`config.mk`:
```
export PLATFORM = sky130hd
export DESIGN_NAME = display_scan_controller
export DESIGN_NICKNAME = d
export VERILOG_FILES = /design/src/rtl/display_pkg.sv /design/src/rtl/slot_timer.sv /design/src/rtl/display_scan_controller.sv
export SDC_FILE = /design/constraint.sdc
export NUM_CORES = 1
export LEC_CHECK = 0
export BUFFER_PORTS_ARGS = -buffer_cell sky130_fd_sc_hd__buf_2
export CAP_MARGIN = 40
export CORE_ASPECT_RATIO = 0.6
export CORE_UTILIZATION = 56
export CTS_CLUSTER_SIZE = 16
export DETAILED_ROUTE_END_ITERATION = 12
export PLACE_DENSITY_LB_ADDON = 0.25
export SLEW_MARGIN = 20
export SYNTH_ARGS = -nofsm -noshare
export SYNTH_HDL_FRONTEND = slang
export SYNTH_SLANG_ARGS = --single-unit
```
`constraint.sdc`:
```
create_clock -name clk -period 6.95 [get_ports clk]
set_clock_uncertainty 0.1 [all_clocks]
set_input_delay 1.39 -clock clk [delete_from_list [all_inputs] [get_ports clk]]
set_output_delay 1.39 -clock clk [all_outputs]
set_load 0.01 [all_outputs]
```
`src/rtl/display_pkg.sv`:
```
// rtl/display_pkg.sv - shared types for the seven-segment display datapath
package display_pkg;

  localparam int NUM_DIGITS = 4;

  typedef logic [NUM_DIGITS-1:0] digit_sel_t;

  typedef enum logic [1:0] {
    IDLE  = 2'd0,
    BLANK = 2'd1,
    ON    = 2'd2,
    OFF   = 2'd3
  } scan_state_t;

endpackage

```
`src/rtl/slot_timer.sv`:
```
// rtl/slot_timer.sv - per-slot cycle counter, wraps every SLOT_CYCLES
module slot_timer #(
  parameter int SLOT_CYCLES = 25000,
  localparam int TW = $clog2(SLOT_CYCLES)
) (
  input  logic          clk,
  input  logic          reset_n,
  input  logic          run,
  input  logic          clear,
  output logic [TW-1:0] count,
  output logic          slot_end
);

  assign slot_end = run && (count == TW'(SLOT_CYCLES - 1));

  always_ff @(posedge clk) begin
    if (!reset_n) begin
      count <= '0;
    end else if (clear) begin
      count <= '0;
    end else if (run) begin
      count <= slot_end ? '0 : count + 1'b1;
    end
  end

endmodule

```
`src/rtl/display_scan_controller.sv`:
```
// rtl/display_scan_controller.sv - digit scan FSM with dead-time, masking and PWM
module display_scan_controller
  import display_pkg::*;
#(
  parameter int SLOT_CYCLES  = 25000,
  parameter int BLANK_CYCLES = 500
) (
  input  logic       clk,
  input  logic       reset_n,
  input  logic       enable,
  input  logic [3:0] digit_mask,
  input  logic [3:0] brightness,
  output digit_sel_t selector,
  output logic [3:0] anode_n,
  output logic [1:0] slot_index,
  output logic       frame_done
);

  localparam int TW = $clog2(SLOT_CYCLES);
  localparam int CW = TW + 5;

  generate
    if (SLOT_CYCLES <= BLANK_CYCLES || BLANK_CYCLES < 1) begin : g_bad_params
      $error("display_scan_controller: need SLOT_CYCLES > BLANK_CYCLES >= 1");
    end
  endgenerate

  scan_state_t   state_q, state_d;
  logic [1:0]    slot_q, slot_d;
  logic [3:0]    mask_q, brightness_q;
  logic          load;
  logic          frame_done_d;
  logic [TW-1:0] count;
  logic          slot_end;
  logic [CW-1:0] prod, on_cycles, on_end;

  slot_timer #(.SLOT_CYCLES(SLOT_CYCLES)) u_slot_timer (
    .clk      (clk),
    .reset_n  (reset_n),
    .run      (enable),
    .clear    (state_q == IDLE || !enable),
    .count    (count),
    .slot_end (slot_end)
  );

  assign prod      = CW'(SLOT_CYCLES - BLANK_CYCLES) * CW'({1'b0, brightness_q} + 5'd1);
  assign on_cycles = prod >> 4;
  assign on_end    = CW'(BLANK_CYCLES) + on_cycles - CW'(1);

  always_comb begin
    state_d = state_q;
    slot_d  = slot_q;
    load    = 1'b0;
    if (!enable) begin
      state_d = IDLE;
      slot_d  = 2'd0;
    end else begin
      case (state_q)
        IDLE: begin
          state_d = BLANK;
          slot_d  = 2'd0;
          load    = 1'b1;
        end
        default: begin
          // Slot end wins over ON->OFF so full brightness runs to the slot boundary.
          if (slot_end) begin
            state_d = BLANK;
            slot_d  = slot_q + 2'd1;
            load    = (slot_q == 2'd3);
          end else begin
            case (state_q)
              BLANK: if (count == TW'(BLANK_CYCLES - 1))
                state_d = (on_cycles == '0) ? OFF : ON;
              ON: if ({5'b0, count} == on_end)
                state_d = OFF;
              default: ;
            endcase
          end
        end
      endcase
    end
  end

  // The counter advances every enabled cycle, so S-2 now means S-1 on the registered output.
  assign frame_done_d = enable && (state_q != IDLE) && (slot_q == 2'd3)
                        && (count == TW'(SLOT_CYCLES - 2));

  always_ff @(posedge clk) begin
    if (!reset_n) begin
      state_q      <= IDLE;
      slot_q       <= 2'd0;
      mask_q       <= 4'b0000;
      brightness_q <= 4'd0;
      selector     <= 4'b0001;
      anode_n      <= 4'b1111;
      frame_done   <= 1'b0;
    end else begin
      state_q <= state_d;
      slot_q  <= slot_d;
      if (load) begin
        mask_q       <= digit_mask;
        brightness_q <= brightness;
      end
      selector   <= 4'b0001 << slot_d;
      anode_n    <= (state_d == ON && mask_q[slot_d]) ? ~(4'b0001 << slot_d) : 4'b1111;
      frame_done <= frame_done_d;
    end
  end

  assign slot_index = slot_q;

endmodule
```
==> results.md <==
- CP Launch Type: flip-flop
- PortBufs: 21
- VDD IR max: 0.172 mV
- CP Capture Type: flip-flop
- Tot GR Track Use: roughly 27%
- CTS tree: done
- DP Area: a little under 0.004 mm²
- Final hold vios: 0
- CTS Hold Bufs: 0
- Antenna Violating Nets Remaining: 0
- Most frequent cells in the layout: ha_1, nor2_1, dfxtp_1
- H-tree Lvls: 2
- Mean post-synth cell area: about 9.0 µm²
- DPL Wire Length: 7030 µm
- Routed len/inst: 16.8 µm
- Mapped Area: roughly 0.0038 mm²
- Vias in the first global route: 2,859
- Final wirelength: 8700 µm
- Setup TNS: 0 ns
- Avg Vias per Cell: roughly 6.0
- FP Rows: 22
- Worst Tran Pin Value: approximately 0.76 ns
- Setup bufs post-CTS: 0
- Clk pwr share: a little under a fifth
- Core ar.: 0.00628 mm²
- Critical path class: reg2reg
- Fmax: between 150 and 200 MHz
- Crit path max fanout: 11
- Switching pwr: about 0.00046 W
- Clock insertion delay at the later pin of the skew report: approximately 0.30 ns
- First-pass GRT wire length: 14,700 µm
- Synth unique cells: 70
- Clock Path Buffers: 2
- Setup violations, final: 0
- Initial detailed-routing violation count: between 200 and 250
- Detailed Routing Iterations Pass 1: 4
- Post-synth EDFFs: 0
- Ant. Diodes: 0
- Commonest non-fill, non-tap cell in the layout: ha_1
- Fin crit share: 82.7%
- Finished layout cell area: 0.00402 mm²
- Status: finished, final reports clean
- Syn Nets: approximately 490
- Initial antenna violation count: 0
- Nets@finish: just over 500
- Final min period: roughly 5.7 ns
- Cts repair resizes: 0
- Sw Share: around 44%
- Die width: approximately 110 µm
- Global placer's final weighted congestion: ~0.92
- Max Cap Violations: 0
- Combinational Power Share: between 60% and 70%
- Layout cells sized above 1: 12.9%
- Largest net degree at the start of global routing: 17
- Congestion Overflow GR: 0
- Max-slew violations: 0
- Internal Dissipation: just under 0.0006 W
- Leakage: 1.74 nW
- Clock sink count: 36
- IO Pins: 22
- CTS Buf Count: 5
- Clock transition at the registers of the reported paths: 0.08 ns
- Seq cells post-synth: 36
- Worst EP required: between 7 and 8 ns
- Sequential area share after synthesis: a little under a fifth
- HP Class: reg2reg
- Via count: 3,084
- Fraction of registers with async set or reset after synthesis: 0%
- Top FF cell, synth: dfxtp_1
- Starting Density: 59.8%
- Die Y: 65.4 µm
- Root Buffer: clkbuf_8
- Synth Warn #: 0
- P&R area growth vs syn: 7.13%
- Rel. slew slack: around half
- Cells after synthesis: approximately 420
- RSZ-0062 raised after global routing: false
- Die area: ~0.0070 mm²
- Number of remaining DRC errors: 0
- Pwr dens: between 200 and 300 mW/mm²
- Sequential share of power: about 20%
- CP arrival: between 5 and 6 ns
cell type report:
cell class,instances,area (µm²)
clock inverter,3,42.5
sequential,36,721
tap,84,105
clock buffer,5,68.8
multi-input combinational,343,2870
timing repair buffer,23,120
fill,541,2250
inverter,24,90.1
path summary, 6_finish.rpt:
| check | from | to | slack (ns) | depth (start not counted) |
|---|---|---|---|---|
| worst max-delay path | brightness_q[0] | anode_n[1] | 1.20 | 19 |
| worst min-delay path | mask_q[3] | mask_q[3] | 0.43 | 2 |
| worst max register to register | brightness_q[0] | anode_n[1] | 1.20 | 19 |
| worst min register to register | mask_q[3] | mask_q[3] | 0.43 | 2 |
sequential cells by signal (all words and copies together), names as in the netlist:
name                flops
mask_q                  4
brightness_q            4
u_slot_timer.count     15
slot_index              2
frame_done              1
anode_n                 4
state_q                 2
selector                4
cells in the mapped netlist, types with 7 or more instances:
master,number,area [µm²]
a211oi_1,7,52.6
dfxtp_1,36,721
nor2b_1,17,106
xor2_1,18,158
nand2_1,13,48.8
a21o_1,7,52.6
o21ai_0,8,40.0
nand4_1,13,81.3
xnor2_1,28,245
and3_1,7,43.8
a21oi_1,11,55.1
nand3_1,10,50.1
ha_1,48,601
mux2i_1,14,140
inv_1,24,90.1
fa_1,14,280
nor2_1,37,139
nor4_1,8,50.1
cell families (layout without fill, tap and decap cells):
| logic type | after synthesis | count (layout) | synth area share, % |
|---|---|---|---|
| AO/OA/AOI/OAI | 67 | 67 | 14.2 |
| AND/OR/NAND/NOR | 151 | 151 | 22.8 |
| XOR/XNOR | 49 | 49 | 12.3 |
| multiplexers | 14 | 14 | 3.73 |
| adder cells (fa/ha/maj) | 62 | 62 | 23.5 |
| buffers and inverters | 37 | 55 | 4.23 |
| flip-flops | 36 | 36 | 19.2 |
layer usage:
| metal | up-vias | share of wire, % | routed length (µm) | global-route usage, % |
|---|---|---|---|---|
| met5 | - | 0 | 0 | 0 |
| met3 | 7 | 7.6 | 663 | 5.36 |
| met4 | 0 | 0.53 | 46 | 4.11 |
| li1 | 1523 | - | - | - |
| met1 | 1441 | 55 | 4780 | 44.6 |
| met2 | 113 | 37 | 3210 | 35.8 |
critical path, cell delays in order, from the launching register on:
cell	delay, ns
dfxtp_1	0.37
ha_1	0.24
xnor2_1	0.45
inv_1	0.26
ha_1	0.37
inv_1	0.06
fa_1	0.49
inv_1	0.05
fa_1	0.46
ha_1	0.48
a21o_1	0.28
a221oi_2	0.27
o21a_1	0.22
xnor2_1	0.15
and3_1	0.31
o211ai_1	0.12
a32o_2	0.27
nor2_2	0.11
nor3_1	0.06
or4b_1	0.49
metrics by stage:
step	setup slack [ns]	instances	power [W]	utilization [%]	hold slack [ns]
final	1.20	518	0.00104	64.1	0.428
after global routing	0.773	518	0.00111	64.1	0.465
after CTS	1.19	518	0.00103	64.1	0.429
after detailed placement	1.24	510	0.000841	62.3	0.414
after global placement	1.15	508	0.000830	62.1	0.400
after floorplan	1.72	416	0.000738	-	0.382
power groups by stage:
stage	Clock, W	Combinational [W]	Sequential [W]
2_1_floorplan	0	0.000521	0.000217
3_3_place_gp	0	0.000612	0.000218
3_5_place_dp	0	0.000622	0.000218
4_1_cts	0.000191	0.000628	0.000214
5_1_grt	0.000200	0.000699	0.000214
6_report	0.000189	0.000636	0.000214
Power figures use the tool's default switching activity.
